===== src/rtl/fetch_queue.sv =====
// fetch_queue -- instruction fetch front end with an in-order prefetch queue.
//
// Owns the fetch PC (word address), issues one outstanding word read at a time
// to instruction memory over a req/ack handshake, and buffers returned words
// together with their PC. Decode drains the head through valid/ready. A
// redirect (taken branch/jump) flushes the queue and restarts fetch; a request
// already in flight when the redirect arrives is completed and its data dropped.
//
// Ports:
//   clk, rst_n          clock, synchronous active-low reset
//   imem_req/imem_addr  registered read request and word address
//   imem_ack/imem_rdata memory completion and returned instruction word
//   instr_valid/instr/instr_pc/instr_ready  queue head to decode
//   redirect/redirect_pc  flush and restart fetch at redirect_pc
//   count               queue occupancy
module fetch_queue #(
  parameter int ADDR_W = 8,
  parameter int DATA_W = 32,
  parameter int DEPTH  = 4
) (
  input  logic                       clk,
  input  logic                       rst_n,
  output logic                       imem_req,
  output logic [ADDR_W-1:0]          imem_addr,
  input  logic                       imem_ack,
  input  logic [DATA_W-1:0]          imem_rdata,
  output logic                       instr_valid,
  output logic [DATA_W-1:0]          instr,
  output logic [ADDR_W-1:0]          instr_pc,
  input  logic                       instr_ready,
  input  logic                       redirect,
  input  logic [ADDR_W-1:0]          redirect_pc,
  output logic [$clog2(DEPTH+1)-1:0] count
);

  localparam int CNT_W = $clog2(DEPTH+1);
  localparam int PTR_W = $clog2(DEPTH);

  typedef enum logic [1:0] {
    IDLE = 2'd0,
    WAIT = 2'd1,
    DROP = 2'd2
  } state_t;

  state_t              state, state_nx;
  logic [ADDR_W-1:0]   fetch_pc, fetch_pc_nx;
  logic [ADDR_W-1:0]   addr_nx;
  logic                req_nx;

  logic [DATA_W-1:0]   data_q [DEPTH];
  logic [ADDR_W-1:0]   pc_q   [DEPTH];
  logic [PTR_W-1:0]    rd_ptr, wr_ptr;

  logic                push, pop;
  logic [CNT_W-1:0]    count_nx;
  logic                has_room;

  // Redirect outranks both push and pop; the queue is simply cleared.
  always_comb begin
    pop      = (count != '0) && instr_ready && !redirect;
    push     = (state == WAIT) && imem_ack && !redirect;
    count_nx = count + CNT_W'(push) - CNT_W'(pop);
    has_room = (count_nx < CNT_W'(DEPTH));
  end

  always_comb begin
    state_nx    = state;
    fetch_pc_nx = fetch_pc;
    req_nx      = imem_req;
    addr_nx     = imem_addr;
    if (redirect) begin
      fetch_pc_nx = redirect_pc;
      // An ack this cycle completes the old request, so the new one can start
      // immediately; otherwise the old request must run out in DROP.
      if (state == IDLE || imem_ack) begin
        state_nx = WAIT;
        req_nx   = 1'b1;
        addr_nx  = redirect_pc;
      end else begin
        state_nx = DROP;
      end
    end else begin
      case (state)
        IDLE: begin
          if (has_room) begin
            state_nx = WAIT;
            req_nx   = 1'b1;
            addr_nx  = fetch_pc;
          end
        end
        WAIT: begin
          if (imem_ack) begin
            fetch_pc_nx = fetch_pc + ADDR_W'(1);
            addr_nx     = fetch_pc + ADDR_W'(1);
            if (has_room) begin
              req_nx = 1'b1;
            end else begin
              state_nx = IDLE;
              req_nx   = 1'b0;
            end
          end
        end
        DROP: begin
          if (imem_ack) begin
            state_nx = WAIT;
            req_nx   = 1'b1;
            addr_nx  = fetch_pc;
          end
        end
        default: begin
          state_nx = IDLE;
          req_nx   = 1'b0;
        end
      endcase
    end
  end

  always_ff @(posedge clk) begin
    if (!rst_n) begin
      state     <= IDLE;
      fetch_pc  <= '0;
      imem_req  <= 1'b0;
      imem_addr <= '0;
    end else begin
      state     <= state_nx;
      fetch_pc  <= fetch_pc_nx;
      imem_req  <= req_nx;
      imem_addr <= addr_nx;
    end
  end

  // Storage is cleared on reset so the head reads as zero out of reset.
  always_ff @(posedge clk) begin
    if (!rst_n) begin
      rd_ptr <= '0;
      wr_ptr <= '0;
      count  <= '0;
      for (int unsigned i = 0; i < DEPTH; i++) begin
        data_q[i] <= '0;
        pc_q[i]   <= '0;
      end
    end else if (redirect) begin
      rd_ptr <= '0;
      wr_ptr <= '0;
      count  <= '0;
    end else begin
      if (push) begin
        data_q[wr_ptr] <= imem_rdata;
        pc_q[wr_ptr]   <= fetch_pc;
        wr_ptr         <= wr_ptr + PTR_W'(1);
      end
      if (pop) begin
        rd_ptr <= rd_ptr + PTR_W'(1);
      end
      count <= count_nx;
    end
  end

  always_comb begin
    instr_valid = (count != '0);
    instr       = data_q[rd_ptr];
    instr_pc    = pc_q[rd_ptr];
  end

endmodule

===== config.mk =====
export PLATFORM = sky130hd
export DESIGN_NAME = fetch_queue
export DESIGN_NICKNAME = d
export VERILOG_FILES = /design/src/rtl/fetch_queue.sv
export SDC_FILE = /design/constraint.sdc
export NUM_CORES = 1
export LEC_CHECK = 0
export CORE_MARGIN = 1
export CORE_UTILIZATION = 50
export CTS_CLUSTER_DIAMETER = 80
export CTS_CLUSTER_SIZE = 16
export DETAILED_ROUTE_END_ITERATION = 8
export PLACE_DENSITY_LB_ADDON = 0.05
export RECOVER_POWER = 50
export SLEW_MARGIN = 5
export SYNTH_ARGS = -nofsm -noshare
export SYNTH_HDL_FRONTEND = slang
export SYNTH_SLANG_ARGS = --single-unit

===== constraint.sdc =====
create_clock -name clk -period 5.5 [get_ports clk]
set_input_delay 1.1 -clock clk [delete_from_list [all_inputs] [get_ports clk]]
set_output_delay 1.1 -clock clk [all_outputs]
set_load 0.02 [all_outputs]

# Yosys cells after proc, flatten, opt, wreduce, memory -nomap -nowiden
# Memory sizes are Yosys's and may differ from the RTL's. A register that Yosys moved wholly into a read port is not among the register bits.
# Index checks and enable logic that the tools add are counted.
# Widths: inputs -> output; s select.
# totals
regBits	26
ramBits	160
elab_cells	78
memories	2
# op_classes
n_addsub	5
magnitude_cmp	1
n_eq_ne	7
mux	37
bitwise_logic	1
n_reduce_logical	18
# memory_table
memory	depth	word_bits	read_ports	rd_clocked_by_memory_dff	wr	line_no	rtl
data_q	4	32	1	1	4	50	logic [DATA_W-1:0] data_q [DEPTH];
pc_q	4	8	1	1	4	51	logic [ADDR_W-1:0] pc_q [DEPTH];
# op_table
op	n
$mux 8	8
$mux 32	1
$reduce_or 32->1	1
$mux 2	12
$pmux 8 s3	1
$mux 1	13
$ne 3x3->1 const B	4
$add 8x1->8 const B	1
$reduce_and 4->1	2
$reduce_or 8->1	1
$pmux 2 s3	1
$reduce_and 5->1	1
$add 2x1->2 const B	2
$logic_and 1x1->1	4
$reduce_bool 2->1	2
$reduce_bool 4->1	1
$add 3x1->3	1
$lt 3x3->1 const B	1
$pmux 1 s3	1
$reduce_bool 3->1	1
$sub 3x1->3	1
$eq 2x1->1 const B	1
$eq 2x2->1 const B	1
$logic_not 2->1	1
6 further kinds	6

# Depth between registers and ports, before layout
# Gate-level depths: netlist of run 1.
# logic_depth
word_depth	10
ltp_mapped	15
depth_no_buf	11

# Worst setup path after synthesis of run 1
# OpenSTA, ideal clock, no wires.
# synth_path
path_type	input port to flip-flop
start	input imem_ack
end	memory data_q[0][0] (enable)
setup_ps	498
arrival_ps	4697
required_ps	5002
path_slack_ps	305
cell_stages	5
path_cell_list	and3b_1 buf_2 buf_2 nand2_1 o31ai_1
# synth_rtl
element	line_no	rtl
from (decl)	25	input logic imem_ack,
to (decl)	50	

==> results of run 1 <==
cells in the final DEF, fill, tap and decap left out, types with 12 or more instances in the layout:
| cell type | instances |
|---|---|
| nand2_1 | 18 |
| and2_1 | 120 |
| dfxtp_1 | 26 |
| and3_1 | 44 |
| o21ai_0 | 12 |
| clkdlybuf4s50_1 | 82 |
| nor2_1 | 17 |
| a21oi_1 | 12 |
| mux4_2 | 40 |
| edfxtp_1 | 160 |
| clkbuf_16 | 17 |
| dlygate4sd3_1 | 15 |
area by class of cell:
type	instances	area, µm²	share of cell area, %
Clock buffer	21	470.5	4.662
Clock inverter	11	117.6	1.165
Inverter	6	22.52	0.2232
Multi-Input combinational cell	335	2788	27.62
Sequential cell	188	5370	53.21
Tap cell	216	270.3	2.678
Timing Repair Buffer	111	1054	10.44
how the worst max path moves through the flow:
stage,startpoint,end,depth (start not counted)
after floorplan,imem_ack,data_q[0][0],5
final,imem_ack,data_q[3][12],5
after detailed placement,imem_ack,imem_addr[0],12
after global placement,imem_ack,imem_addr[0],12
after CTS,imem_ack,imem_addr[0],12
after global routing,imem_ack,data_q[3][18],5
per-layer routing:
layer,wire [µm],share of wire (%)
met5,0,0
met4,130,0.76
met3,833,4.9
met2,8860,52
met1,7294,43
report_power, final:
group	total, mW	internal (mW)	switching [mW]
registers	1.63	1.60	0.0281
clock network	1.21	0.703	0.503
logic	0.251	0.114	0.136
total	3.09	2.42	0.667
metrics by stage:
stage	cell area [µm²]	std cells	total power, mW	hold WS (ns)
after floorplan	8379	573	1.797	0.4847
after global placement	9585	856	1.918	0.4528
after detailed placement	9585	856	1.924	0.4503
after CTS	10170	888	3.123	0.4675
after global routing	10090	888	3.191	0.4922
final	10090	888	3.089	0.4654
worst max-delay path, cell delays in order:
cell and delay, ns:
dlygate4sd3_1 0.72, and3b_2 0.24, nand2_1 0.11, o21ai_0 1.87, clkbuf_1 0.70
cells by family after synthesis:
kind of cell / Yosys count / synth area share (%)
XOR/XNOR: 20 / 2.270
buffers and inverters: 50 / 2.927
adder cells (fa/ha/maj): 4 / 0.6869
AND/OR/NAND/NOR: 234 / 16.44
multiplexers: 43 / 11.11
AO/OA/AOI/OAI: 34 / 2.539
flip-flops: 188 / 64.03
flip-flops by register name, summed over array words and instances (netlist names), named ones only:
name,cells
pc_q,32
data_q,128
fetch_pc,8
state,2
rd_ptr,2
count,3
imem_req,1
imem_addr,8
wr_ptr,2
==> flow_results.org, run 1 <==
** GRT
- Entering global routing, the biggest net connects 50 pins.
- The first global-routing pass estimated around 28000 µm of wire.
- Met1 Usage GRT :: a little over a quarter
- The number of global-route vias before repair is roughly 5200.
- For this run, global-route usage on met2 was measured as between 30% and 40%.
- Global route hottest layer :: met2
- Antenna violations before repair :: 0
- The total overflow left after global routing is 0.
- GRT Resource Usage Total :: between 20% and 30%
- Global routing consumed, on the met3 layer, roughly 5% of the routing resources.

** Floorplan
- Row generation in the floorplan step produced 46 rows.
- The die is approximately 130 µm wide.
- DIE AREA :: 0.01728 mm²
- Core region area :: 0.01612 mm²
- Number of primary I/O pins :: approximately 100
- Die Y-Extent :: ~130 µm
- For this configuration, the core starts out at a cell density of 52.00%.

** Route
- The detailed router finished its first iteration with around 320 violations.
- Routed wire length :: 17120 µm
- Drt pass-1 iters :: 5
- Across all layers, the routed design uses between 4000 and 5000 vias.
- For this run, design rule violations remaining after detail routing come to 0.
- DR WL/cell :: between 15 and 20 µm
- Antenna Violating Nets Remaining :: 0
- In the routed layout, each cell is associated on average with a via count of around 5.5.

** Worst setup path
- The number of cells on the worst reg-to-reg path is 4.
- Worst R2R Setup Slack :: about 1.7 ns
- Startpoint Class :: input pin
- Of all nets on the critical path, the largest fanout is 13.
- Crit Reg-Reg Startpoint :: state[0]
- The worst setup path is captured at a register.
- Critical Path AT :: 4.76 ns
- Endpoint of the worst register-to-register path :: data_q[3][12]
- Data on the critical path is required at its endpoint by between 5 and 6 ns.
- Start-to-end type of the worst setup path :: input pin to register

** Finish
- The repair_antennas step left the layout with diodes totalling 0.
- After filler insertion, the fill cell instance count of the layout stands at 1241.
- The area growth from synthesis to layout is 20.44%.
- Net total in the final layout :: ~710
- Share of the core filled with cells in the final layout :: between 60% and 70%
- The post-route netlist has 14.14% of its cells at a drive strength greater than 1.

** Worst hold path
- The worst hold path terminates at imem_addr[0].
- Hold Path Depth :: 2
- The min-delay analysis places its worst path in the category register to register.
- Start point of the worst min-delay path :: imem_addr[0]

** Yosys
- Ranked by instance count, the synthesized netlist is headed by edfxtp_1, and2_1, and3_1.
- Top area cells in the synthesized netlist :: edfxtp_1, mux4_2, and2_1, dfxtp_1, and3_1
- For this run, asynchronously set or reset flops after synthesis account for 0%.
- Synthesized Nets :: roughly 620
- Yosys synthesis warning count :: 0
- In this run, synthesis produced a sequential element count of ~190.
- The most common cell in the synthesized netlist is edfxtp_1.
- Top_reg_cell synth :: edfxtp_1
- The synthesized netlist contains ~40 unique library cells.
- Top-area cell type share of the netlist area :: a little under three fifths
- Netlist area before placement :: 0.008379 mm²
- Sequential fraction of the synthesis area :: about 64%
- Synthesized netlist cell count :: ~570
- Counting flops with a built-in enable in the synthesized netlist gives 160.
- Summed over all instances, the cell type with the most area after synthesis is edfxtp_1.
- Average footprint of a synthesized cell :: 14.62 µm²

** Placement
- Number of port buffers :: 97
- The congestion estimate from routability-driven global placement came to about 0.8.
- Setup slack after placement :: about 0.9 ns
- Summed over all nets, the half-perimeter wirelength after detailed placement is between 9000 and 10000 µm.

** Timing
- Final hold violations :: 0
- Final setup violation count :: 0
- Number of pins with negative max-slew slack in the final report :: 28
- For the final routed database, the setup TNS stands at 0 ns.
- Worst slew pin tran :: around 2.5 ns
- Setup repair after global routing missed its margin :: false
- Max-Slew Margin vs Limit :: -65.67%
- Smallest setup slack after layout :: slightly below 0.8 ns
- Shortest clock period the worst path allows after layout :: about 4.7 ns
- After layout, the worst path uses between 80% and 90% of the clock period.
- Max Clock Skew :: about 0.0085 ns
- Highest Clock Rate :: roughly 210 MHz

** Power
- Power density over cell area :: about 300 mW/mm²
- Static power due to leakage :: 3.766 nW
- Worst IR drop on VDD :: 0.2061 mV

** Status
- Failing checks :: max-capacitance violations, max-slew violations
- Run status :: complete, but fails checks

** Clock tree
- CTS clk-pin slew, worst paths :: around 0.070 ns
- Worst-skew pair later-pin latency :: 0.42 ns
- CTS tree :: done
- Maximum root-to-sink buffer count :: 2
- Number of post-CTS setup repair buffers :: 0
- Number of buffers created by CTS :: 17
- The clock net in this run drives a total of 188 sinks.
- Root cell of the clock tree :: clkbuf_16
- CTS built an H-tree with a depth of 4.
- Total of cells resized after clock tree synthesis :: 0
- Hold_buf cts :: 0

** Run
- Across the run, the number of max-cap violations was 2.
(Power assumes the default switching activity.)
==> run 2, diff against run 1 <==
GPL_TIMING_DRIVEN = 0   (was default)
==> flow_results.org, run 2 (synthesis results as in run 1) <==
** GRT
- Entering global routing, the biggest net connects 23 pins.
- First-pass GRT wire length :: 28250 µm
- Via count of the first global-routing pass :: 5270
- GRT Resource Usage Total :: 21.74%
- Global routing finished with a remaining overflow of 0.
- The initial antenna violation count is 0.

** Worst setup path
- Crit Path Max Fanout :: 10
- The critical path is of the input pin to register type.
- The number of cells on the worst reg-to-reg path is 14.
- STA puts the critical path data required time at ~5.9 ns.
- For flop-to-flop paths, the worst setup slack is approximately 1.8 ns.
- The worst setup path is captured at a register.
- Crit Reg-Reg Startpoint :: state[1]
- Critical Path AT :: a little over 5 ns
- Startpoint Class :: input pin
- In this run the critical register-to-register path is captured at imem_addr[0].

** Route
- DRC viols :: 0
- Wires add up to 17850 µm.
- The first routing iteration left between 300 and 400 violations.
- The routed layout has roughly 5000 vias.
- Dividing the detail-routed via count by the number of cells gives about 5.4.
- Dividing the detail-routed wire length by the instance count gives around 19 µm.
- Drt pass-1 iters :: 4
- The count of nets left with antenna violations once routing finished came out at 0.

** Status
- The checks that failed: max-capacitance violations, max-slew violations.
- The flow ran to the end, but the final reports show violations.

** Clock tree
- Number of post-CTS setup repair buffers :: 0
- Worst-skew pair later-pin latency :: about 0.42 ns
- CTS clk-pin slew, worst paths :: about 0.06 ns
- Hold_buf cts :: 0
- TritonCTS built the clock tree.
- In this run the number of H-tree levels came out at 4.
- Clock tree synthesis found a total of about 190 sinks.
- Total of cells resized after clock tree synthesis :: 0
- Counting along the longest clock path gives a buffer depth of 2.
- Clock tree synthesis inserted a total of 17 buffers.
- Clock tree synthesis selected as its root buffer the cell clkbuf_16.

** Placement
- The congestion estimate from routability-driven global placement came to approximately 0.8.
- Placed insts :: around 890
- The HPWL after detailed placement is ~12000 µm.
- Buffers placed on the I/O ports in this run total 96.

** Power
- Sum of internal, switching and leakage power :: ~3.1 mW
- Power density over cell area :: between 300 and 400 mW/mm²
- For this design the static power due to leakage is 3.832 nW.
- Worst IR drop on VDD :: 0.2171 mV

** Run
- The tool flagged a number of max-cap violations equal to 2.

** Finish
- # diodes :: 0
- In the final layout, the registers with the most flip-flops are data_q x128, pc_q x32.
- Most frequent cells in the layout :: edfxtp_1, clkdlybuf4s50_1, and2_1
- Fillcell total :: 1226
- In the final layout, the share of cells above drive strength 1 is 13.42%.
- Area used by sequential logic in the layout :: 0.005365 mm²
- Measured on the finished design, the core utilization comes to about 64%.
- Most flop-heavy register :: data_q
- Leaving out fill and tap cells, the most frequent cell in the layout is edfxtp_1.
- Area added between synthesis and finish :: 23.50%
- For this run, the post-layout net count is roughly 740.
- For this run, the number of standard cells in the final layout without fillers is ~920.
- Number of flip-flops in the largest register :: about 130
- Multi-input combinational cell area :: between 0.002 and 0.003 mm²

** Worst hold path
- The path with the worst hold slack has its endpoint at imem_addr[0].
- Start point of the worst min-delay path :: imem_addr[0]
- In this run the worst hold path is classified as register to register.
- The worst hold path passes through 2 cells.

** Timing
- Final setup violation count :: 0
- Ratio of final minimum period to clock period :: roughly 85%
- The count of pins over their slew limit was 15.
- The worst path in the final design needs a cycle of between 4 and 5 ns, including I/O delays and setup.
- At the pin with the least slew margin, the transition time is between 1.5 and 2 ns.
- Max Clock Skew :: around 0.0086 ns
- Highest Clock Rate :: between 200 and 250 MHz
- The worst pin sits at a relative slew slack of -6.204%.
- Setup repair after global routing missed its margin :: false
- The count of endpoints failing hold in the final timing report came to 0.

** Floorplan
- The die is 131.5 µm tall.
- For this design the top-level I/O count stands at 98.
- Core region area :: between 0.015 and 0.02 mm²
- DIE WIDTH :: ~130 µm
- The initial utilization of the core area, before any placement, comes to between 50% and 60%.
- Row generation in the floorplan step produced 46 rows.
- The die covers roughly 0.017 mm².
-- run 2: changes by cell type in the layout (fill, tap and decap cells not counted), sizes merged --
cell	previous run	this run
clkbuf	28	62
clkdlybuf4s50	82	81
clkinv	7	2
clkinvlp	3	0
bufinv	2	0
buf	7	18
inv	5	7
-- run 2: area by class of cell --
class	count	area share (%)
multi-input cells	335	26.93
flip-flops and latches	188	51.84
repair buffers	103	10.76
plain buffers	44	1.995
clock buffers	29	5.453
clock inverters	3	0.1934
inverters	6	0.2176
well taps	216	2.612
-- run 2: how the worst max path moves through the flow --
stage | from | to | slack, ns | depth (start not counted)
2_1_floorplan | imem_ack | data_q[0][0] | 0.31 | 5
3_3_place_gp | imem_ack | data_q[0][6] | -3.19 | 6
3_5_place_dp | imem_ack | imem_addr[3] | 0.49 | 14
4_1_cts | imem_ack | imem_addr[0] | 0.94 | 14
5_1_grt | imem_ack | imem_addr[1] | 0.62 | 15
6_report | imem_ack | imem_addr[0] | 0.81 | 14
-- run 2: metal layers --
layer	up-vias	part of all wire, %	global-route usage (%)
li1	2344	-	-
met1	2491	43	27.59
met2	126	51	36.92
met3	21	4.3	5.015
met4	0	1.5	6.848
met5	-	0	0
-- run 2: critical path, cell delays in order --
cell and delay, ns:
dlygate4sd3_1 0.73, and3b_1 0.20, clkbuf_1 0.27, buf_2 0.34
nand2_1 0.26, ha_1 0.35, inv_1 0.04, ha_1 0.18
fa_1 0.41, xnor2_2 0.16, xnor2_2 0.16, a221o_1 0.42
or2_1 0.28, a21oi_2 0.13
-- run 2: per-stage QoR --
stage	TNS, ns	cell area, µm²	hold WS [ns]	setup slack (ns)
after floorplan	0	8379	0.4847	0.3052
after global placement	-478.02	9610	0.4534	-3.186
after detailed placement	0	9811	0.4608	0.4854
after CTS	0	10400	0.4753	0.9408
after global routing	0	10350	0.4878	0.6191
final	0	10350	0.4696	0.8142
-- run 2: report_power, final --
group          switching, mW  leakage [nW]  total, mW  internal (mW)
clock network          0.503         0.288       1.20          0.699
logic                  0.151          1.65      0.282          0.130
registers             0.0209          1.89       1.62           1.60
==> run 3, diff against run 2 <==
ABC_CLOCK_PERIOD_IN_PS = 5500   (was default)
==> results of run 3 <==
Final layout, timing and power as in run 2 (identical DEF).
